`src/rtl/point_collector.sv`:
```
`default_nettype none
// ============================================================================
// Module   : point_collector
// Purpose  : Tracks the five collectible points of the active level, clears
//            each point the player box overlaps, and flags level completion.
// Revision : 1.0
// ============================================================================
module point_collector #(
    parameter int PLAYER_W = 16,
    parameter int PLAYER_H = 16,
    parameter int POINT_W  = 20,
    parameter int POINT_H  = 20
) (
    input  logic        clk,
    input  logic        rst,
    input  logic [2:0]  lvl,
    input  logic        level_start,
    input  logic [10:0] player_x,
    input  logic [10:0] player_y,
    output logic [4:0]  point_enable,
    output logic [2:0]  points_collected,
    output logic        collect_pulse,
    output logic        lvl_done
);

    typedef enum logic [1:0] {
        IDLE = 2'd0,
        PLAY = 2'd1,
        DONE = 2'd2
    } state_t;

    localparam logic [3:0] c_max_points = 4'd5;

    state_t      state_q, state_d;
    logic [2:0]  lvl_q, lvl_d;
    logic [4:0]  hit_q, hit_d;
    logic [4:0]  point_enable_q, point_enable_d;
    logic [2:0]  points_collected_q, points_collected_d;
    logic        collect_pulse_q, collect_pulse_d;
    logic        lvl_done_q, lvl_done_d;

    logic [10:0] w_pt_x [5];
    logic [10:0] w_pt_y [5];
    logic [4:0]  w_overlap;
    logic [4:0]  w_new_hits;
    logic [2:0]  w_new_count;
    logic [3:0]  w_count_sum;
    logic [2:0]  w_count_sat;
    logic        w_lvl_valid;

    // Levels 2 and 3 are placeholders with every point at the origin.
    always_comb begin
        for (int i = 0; i < 5; i++) begin
            w_pt_x[i] = '0;
            w_pt_y[i] = '0;
        end
        if (lvl_q == 3'd1) begin
            w_pt_x[0] = 11'd265; w_pt_y[0] = 11'd220;
            w_pt_x[1] = 11'd515; w_pt_y[1] = 11'd120;
            w_pt_x[2] = 11'd235; w_pt_y[2] = 11'd500;
            w_pt_x[3] = 11'd310; w_pt_y[3] = 11'd460;
            w_pt_x[4] = 11'd400; w_pt_y[4] = 11'd550;
        end
    end

    // Strict box overlap; 12-bit sums keep edge-of-screen positions exact.
    always_comb begin
        w_overlap = '0;
        for (int i = 0; i < 5; i++) begin
            w_overlap[i] = ({1'b0, player_x} < ({1'b0, w_pt_x[i]} + 12'(POINT_W)))
                        && (({1'b0, player_x} + 12'(PLAYER_W)) > {1'b0, w_pt_x[i]})
                        && ({1'b0, player_y} < ({1'b0, w_pt_y[i]} + 12'(POINT_H)))
                        && (({1'b0, player_y} + 12'(PLAYER_H)) > {1'b0, w_pt_y[i]});
        end
    end

    always_comb begin
        w_new_hits  = hit_q & point_enable_q;
        w_new_count = '0;
        for (int i = 0; i < 5; i++) begin
            w_new_count = w_new_count + {2'b00, w_new_hits[i]};
        end
        w_count_sum = {1'b0, points_collected_q} + {1'b0, w_new_count};
        w_count_sat = (w_count_sum > c_max_points) ? c_max_points[2:0] : w_count_sum[2:0];
        w_lvl_valid = (lvl != 3'd0) && (lvl <= 3'd3);
    end

    always_comb begin
        state_d            = state_q;
        lvl_d              = lvl_q;
        hit_d              = hit_q;
        point_enable_d     = point_enable_q;
        points_collected_d = points_collected_q;
        collect_pulse_d    = 1'b0;
        lvl_done_d         = lvl_done_q;

        if (level_start) begin
            hit_d              = '0;
            points_collected_d = '0;
            lvl_done_d         = 1'b0;
            if (w_lvl_valid) begin
                state_d        = PLAY;
                lvl_d          = lvl;
                point_enable_d = 5'h1F;
            end else begin
                state_d        = IDLE;
                point_enable_d = '0;
            end
        end else begin
            case (state_q)
                PLAY: begin
                    hit_d              = w_overlap & point_enable_q;
                    point_enable_d     = point_enable_q & ~w_new_hits;
                    points_collected_d = w_count_sat;
                    collect_pulse_d    = |w_new_hits;
                    if (point_enable_q == 5'd0) begin
                        state_d    = DONE;
                        lvl_done_d = 1'b1;
                    end
                end
                default: begin
                    hit_d = '0;
                end
            endcase
        end
    end

    always_ff @(posedge clk or posedge rst) begin
        if (rst) begin
            state_q            <= IDLE;
            lvl_q              <= '0;
            hit_q              <= '0;
            point_enable_q     <= '0;
            points_collected_q <= '0;
            collect_pulse_q    <= 1'b0;
            lvl_done_q         <= 1'b0;
        end else begin
            state_q            <= state_d;
            lvl_q              <= lvl_d;
            hit_q              <= hit_d;
            point_enable_q     <= point_enable_d;
            points_collected_q <= points_collected_d;
            collect_pulse_q    <= collect_pulse_d;
            lvl_done_q         <= lvl_done_d;
        end
    end

    assign point_enable     = point_enable_q;
    assign points_collected = points_collected_q;
    assign collect_pulse    = collect_pulse_q;
    assign lvl_done         = lvl_done_q;

endmodule
`default_nettype wire

```
`config.mk`:
```
export PLATFORM = sky130hd
export DESIGN_NAME = point_collector
export DESIGN_NICKNAME = d
export VERILOG_FILES = /design/src/rtl/point_collector.sv
export SDC_FILE = /design/constraint.sdc
export NUM_CORES = 1
export LEC_CHECK = 0
export ABC_AREA = 1
export CAP_MARGIN = 20
export CORE_MARGIN = 1
export CORE_UTILIZATION = 57
export DETAILED_ROUTE_END_ITERATION = 8
export GPL_TIMING_DRIVEN = 0
export PLACE_DENSITY_LB_ADDON = 0.3
export SYNTH_ARGS = -nofsm -noshare
export SYNTH_HDL_FRONTEND = slang
export SYNTH_SLANG_ARGS = --single-unit
```
`constraint.sdc`:
```
create_clock -name clk -period 3 [get_ports clk]
set_input_delay 0.45 -clock clk [delete_from_list [all_inputs] [get_ports clk]]
set_output_delay 0.45 -clock clk [all_outputs]
set_load 0.005 [all_outputs]
```
# ---- Word level (Yosys, flattened, before mapping)
# Index checks and enable logic that the tools add are counted.
dict set report totals {
  register_bits 20
  latch_bits 0
  ramBits 0
  rom_bits 0
  in_bits 28
  out_inout_bits 10
  word_cells 94
  memories 0
}
dict set report op_classes {
  addsub 17
  mul 0
  div 0
  order_cmp 22
  n_eq_ne 2
  n_shift 0
  mux 19
  bitwise 4
  reduce_logical 23
}
# op count
set ops {}
lappend ops {{adder 11 x 5 -> 12 bit (second input constant)} 12}
lappend ops {{greater-than comparator 12 x 11 -> 1 bit} 10}
lappend ops {{< comparator 11 x 12 -> 1 bit} 10}
lappend ops {{2-to-1 mux 53 bit} 1}
lappend ops {{2-to-1 mux 52 bit} 1}
lappend ops {{2-to-1 mux 5 bit} 5}
lappend ops {{logical AND 1 bit} 16}
lappend ops {{bitwise AND 5 bit} 3}
lappend ops {{2-to-1 mux 3 bit} 3}
lappend ops {{adder 3 x 1 -> 3 bit} 2}
lappend ops {{2-to-1 mux 1 bit} 6}
lappend ops {{2-to-1 mux 2 bit} 3}
lappend ops {{zero test 5 bit} 1}
lappend ops {{NOT 5 bit} 1}
lappend ops {{OR reduction 5 bit} 1}
lappend ops {{adder 3 x 3 -> 4 bit} 1}
lappend ops {{greater-than comparator 4 x 3 -> 1 bit (second input constant)} 1}
lappend ops {{AND reduction 2 bit} 2}
lappend ops {{nonzero test 2 bit} 2}
lappend ops {{adder 2 x 1 -> 3 bit} 1}
lappend ops {{== test 3 x 1 -> 1 bit (second input constant)} 1}
lappend ops {{<= comparator 3 x 2 -> 1 bit (second input constant)} 1}
lappend ops {{nonzero test 3 bit} 1}
lappend ops {{adder 1 x 1 -> 2 bit} 1}
lappend ops {{== test 2 x 1 -> 1 bit (second input constant)} 1}

# ---- Depth between registers and ports, before layout
dict set report logic_depth {
  ltp_word 10
  ltp_mapped 14
  mapped_depth_nobuf 14
}

# ---- Least setup slack after synthesis
# OpenSTA, ideal clock, no wires.
dict set report synth_timing {
  path_type {register to register}
  start {register point_enable_q[0] (netlist: point_enable[0])}
  end {register points_collected_q[0] (netlist: points_collected[0])}
  setup_time_ps 123
  arrival_time_ps 2635
  required_ps 2877
  path_slack_ps 242
  path_stages_with_launch 14
  path_buffers 0
  period_less_slack_ps 2758
  cell_sequence {dfrtp_1 -> nand2_1 -> inv_1 -> fa_1 -> inv_1 -> fa_1 -> inv_1 -> ha_1 -> fa_1 -> xor2_1 -> nand2_1 -> nand3_1 -> o21ai_0 -> nand2_1}
}
dict set report synth_between {
  elab_chain_len 10
}
# element line
set synth_rtl {}
lappend synth_rtl {{from (decl)} 37} ;# logic [4:0] point_enable_q, point_enable_d;
lappend synth_rtl {{from (signal assigned)} 141} ;# point_enable_q <= point_enable_d;
lappend synth_rtl {{bitwise AND 5 bit (*)} 78} ;# w_new_hits = hit_q & point_enable_q;
lappend synth_rtl {{adder 1 x 1 -> 2 bit (*)} 81} ;# w_new_count = w_new_count + {2'b00, w_new_hits[i]};
lappend synth_rtl {{adder 2 x 1 -> 3 bit (*)} 81}
lappend synth_rtl {{adder 3 x 1 -> 3 bit (*) (2 in a row)} 81}
lappend synth_rtl {{adder 3 x 3 -> 4 bit (*)} 83} ;# w_count_sum = {1'b0, points_collected_q} + {1'b0, w_new_count};
lappend synth_rtl {{greater-than comparator 4 x 3 -> 1 bit} 84} ;# w_count_sat = (w_count_sum > c_max_points) ? c_max_points[2:0] : w_count_sum[2:0];
lappend synth_rtl {{2-to-1 mux 3 bit (*)} 84}
lappend synth_rtl {{2-to-1 mux 3 bit (*)} 110} ;# case (state_q)
lappend synth_rtl {{2-to-1 mux 3 bit (*)} 97} ;# if (level_start) begin
lappend synth_rtl {{to (signal assigned)} 142} ;# points_collected_q <= points_collected_d;
lappend synth_rtl {{to (decl)} 38} ;# logic [2:0] points_collected_q, points_collected_d;
# Mark *: on every way between the ends. The rest lies on a longest branch, timed or not. The select of a mux whose other input is x is not followed.
# A chain may end at the register's enable or synchronous reset.

# ---- Worst setup path after layout
dict set report layout_timing {
  start {register point_enable_q[0] (netlist: point_enable[0])}
  end {register points_collected_q[2] (netlist: points_collected[2])}
}
# Same word-level chain as after synthesis.

==> results.json <==
{
  "status": "finished, final reports clean",
  "start_util_pct": 60.3,
  "crit_path_start_kind": "register",
  "syn_inst": 486,
  "syn_avg_cell_area_um2": 5.98,
  "htreeDepth": 1,
  "cts_root_buf": "clkbuf_8",
  "cp_max_fo": 3,
  "io_pins": 38,
  "min_from": "lvl_q[2]$_DFFE_PP0P_",
  "viasPerCell": 5.39,
  "grt_pass1_wl_um": 12500,
  "first_pass_iters": 5,
  "dieHeight_um": 73.4,
  "die_area_um2": 5390,
  "drive_above_1_share_pct": 4.92,
  "final_cells": 595,
  "antenna_found_initial": 0,
  "ys_async_sr_fraction_pct": 100,
  "fin_util_pct": 71.0,
  "crit_path_end_kind": "register",
  "reg2reg_to": "points_collected[2]$_DFFE_PP0P_",
  "hold_viol": 0,
  "grt_max_degree": 20,
  "cpPeakStageDelay_ns": 0.51,
  "portBuffers": 37,
  "setup_viol": 0,
  "whs_path_depth": 2,
  "cts_hold_buf": 0,
  "cts_made_buffers": 3,
  "setup_tns_ns": 0,
  "path_depth": 13,
  "synth_edf_count": 0,
  "cts.sinks": 19,
  "cts_tree": "built",
  "r2r-start": "point_enable[0]$_DFFE_PP0P_",
  "fin_crit_ns": 2.84,
  "avgRoutedWirePerCell_um": 12.7,
  "ant_nets": 0,
  "synth_flop_cell": "dfrtp_1",
  "cts_buffer_depth": 2,
  "reg2reg_slack_ns": 0.16,
  "area_growth_syn_to_layout_pct": 17.7,
  "crit_path_top_delay_cell": "fa_1",
  "vias": 3209,
  "grt_use_total_pct": 29.4,
  "hold_path_class": "register to register",
  "clkLatencyLatePin_ns": 0.26,
  "core_um2": 4820,
  "fillers": 476,
  "arrival_ns": 2.99,
  "fin_crit_sh_pct": 94.6,
  "path_cells": "nand2_1 > inv_1 > fa_1 > inv_1 > fa_1 > inv_1 > ha_1 > fa_2 > xor2_1 > nand2_1 > nand3_2 > o21ai_1 > nand2_1",
  "wirelength_um": 7540,
  "nNetsFinal": 598,
  "synth_seq_cells": 19,
  "crit_family": "adder cells",
  "seqCellArea_um2": 475,
  "power_density_nw_per_um2": 293,
  "rows": 25,
  "dp.cells": 590,
  "drtIter0Drc": 227,
  "grt_pass1_vias": 2919,
  "max_slew.worst_pin.slew_ns": 0.786,
  "fmax_ghz": 0.352,
  "cp.required_ns": 3.15,
  "hpwl_um": 6200,
  "skew_ns": 0.00782,
  "drcViolationCount": 0,
  "grt_overflow_total": 0,
  "syn_area_um2": 2910,
  "leakage_nw": 1.85,
  "die_w_um": 73.4,
  "ys_seq_area_share_pct": 16.4,
  "antenna_cells": 0,
  "syn_nets": 555,
  "slew_viol_final": 0,
  "clk_pin_slew_worst_paths_ns": 0.07,
  "ys_types": 31,
  "multi_input_area_um2": 2130,
  "gp_congestion": 0.957,
  "r2r_cells": 13,
  "critPathBufInv": 3,
  "ir_worst_vdd_mv": 0.285,
  "hold_end": "lvl_q[2]$_DFFE_PP0P_",
  "path_class": "register to register",
  "yosysWarningCount": 0,
  "slew_headroom_pct": 47.4,
  "maxCapViolations": 0
}
## Yosys cell counts (all sizes together), types with 3 or more instances
| library cell | count | area, µm² |
|---|---|---|
| o21ai | 23 | 115 |
| nand3b | 4 | 30.0 |
| dfrtp | 19 | 475 |
| nand4 | 12 | 75.1 |
| fa | 3 | 60.1 |
| nor2 | 61 | 244 |
| nor3 | 15 | 90.1 |
| nand3 | 51 | 283 |
| a21oi | 13 | 65.1 |
| inv | 77 | 289 |
| ha | 38 | 475 |
| nand2 | 155 | 597 |
## what timing repair did
action                                  in CTS  in global routing
gates resized for setup                      0                  4
endpoints found under the hold margin        0                  0
buffers inserted                             0                  1
endpoints found under the setup margin       0                  2
## metrics by stage
step,setup slack (ns),hold slack (ns),total power [mW],cell area [µm²]
after floorplan,0.242,0.401,0.648,2910
after global placement,0.0639,0.487,0.806,3360
after detailed placement,0.00250,0.500,0.818,3360
after CTS,0.0488,0.511,0.997,3400
after global routing,-0.00350,0.532,1.09,3420
final,0.162,0.507,1.00,3420
## layer usage
| metal | wire length (µm) | part of all wire, % | vias up | GRT usage (%) |
|---|---|---|---|---|
| met5 | 0 | 0 | - | 0 |
| met4 | 98 | 1.3 | 0 | 4.70 |
| met3 | 409 | 5.4 | 8 | 3.43 |
| met2 | 3550 | 47 | 121 | 51.7 |
| met1 | 3480 | 46 | 1429 | 39.2 |
| li1 | - | - | 1651 | - |
## power by group
| group | internal [mW] | total (mW) | switching, mW |
|---|---|---|---|
| clock network | 0.0945 | 0.179 | 0.0843 |
| logic | 0.201 | 0.544 | 0.343 |
| registers | 0.269 | 0.280 | 0.0112 |
| total | 0.565 | 1.00 | 0.439 |
## registers in the layout, summed over array words and instances (netlist names)
register / flops
collect_pulse: 1
state_q: 2
lvl_q: 3
point_enable: 5
points_collected: 3
hit_q: 5
## area by class of cell
type                       count  area share, %
buffer                         3          0.476
clock buffer                   4           1.32
inverter                      78           8.56
multi-input combinational    386           62.2
sequential                    19           13.9
tap                           67           2.45
timing repair buffer          38           11.1
## worst max path at each step
stage	startpoint	endpoint	slack (ns)
3_5_place_dp	player_x[4]	hit_q[3]$_DFF_PP0_	0.003
2_1_floorplan	point_enable[0]$_DFFE_PP0P_	points_collected[0]$_DFFE_PP0P_	0.24
5_1_grt	point_enable[0]$_DFFE_PP0P_	points_collected[2]$_DFFE_PP0P_	-0.004
4_1_cts	point_enable[0]$_DFFE_PP0P_	points_collected[0]$_DFFE_PP0P_	0.05
6_report	point_enable[0]$_DFFE_PP0P_	points_collected[2]$_DFFE_PP0P_	0.16
3_3_place_gp	player_x[4]	hit_q[3]$_DFF_PP0_	0.06
## worst register-to-register path, delay by kind of cell, from the launching register on
family,cells,cell delay (ns)
AOI/OAI and AO/OA,1,0.14
xor gates and xnor gates,1,0.18
adders and majority gates,4,1.55
buffers and inverters,3,0.15
DFF,1,0.41
and+or+nand+nor,4,0.31
## cell usage in the layout, fill, tap and decap left out, types with 2 or more instances in the layout
master             n
nor3_1            12
ha_1              38
xor2_1             2
inv_1             76
fa_1               2
nand3_1           46
nand2_2            6
clkdlybuf4s50_1   37
nor3_2             3
o21ai_1            2
clkbuf_8           3
dfrtp_1           19
nor4_1             2
a21oi_1           13
buf_4              2
nand3_2            4
nor2_1            57
nand4_1           12
nand3b_1           4
nor2_2             3
nand2_1          149
a21o_1             2
clkbuf_1           2
o21ai_0           21
## logic make-up after synthesis
family | share of synthesized area, %
AND/OR/NAND/NOR | 45.8
buffers and inverters | 10.6
AO/OA/AOI/OAI | 8.14
adder cells (fa/ha/maj) | 18.4
flip-flops | 16.4
XOR/XNOR | 0.603
Note: power is estimated with default switching activity, not from simulation.
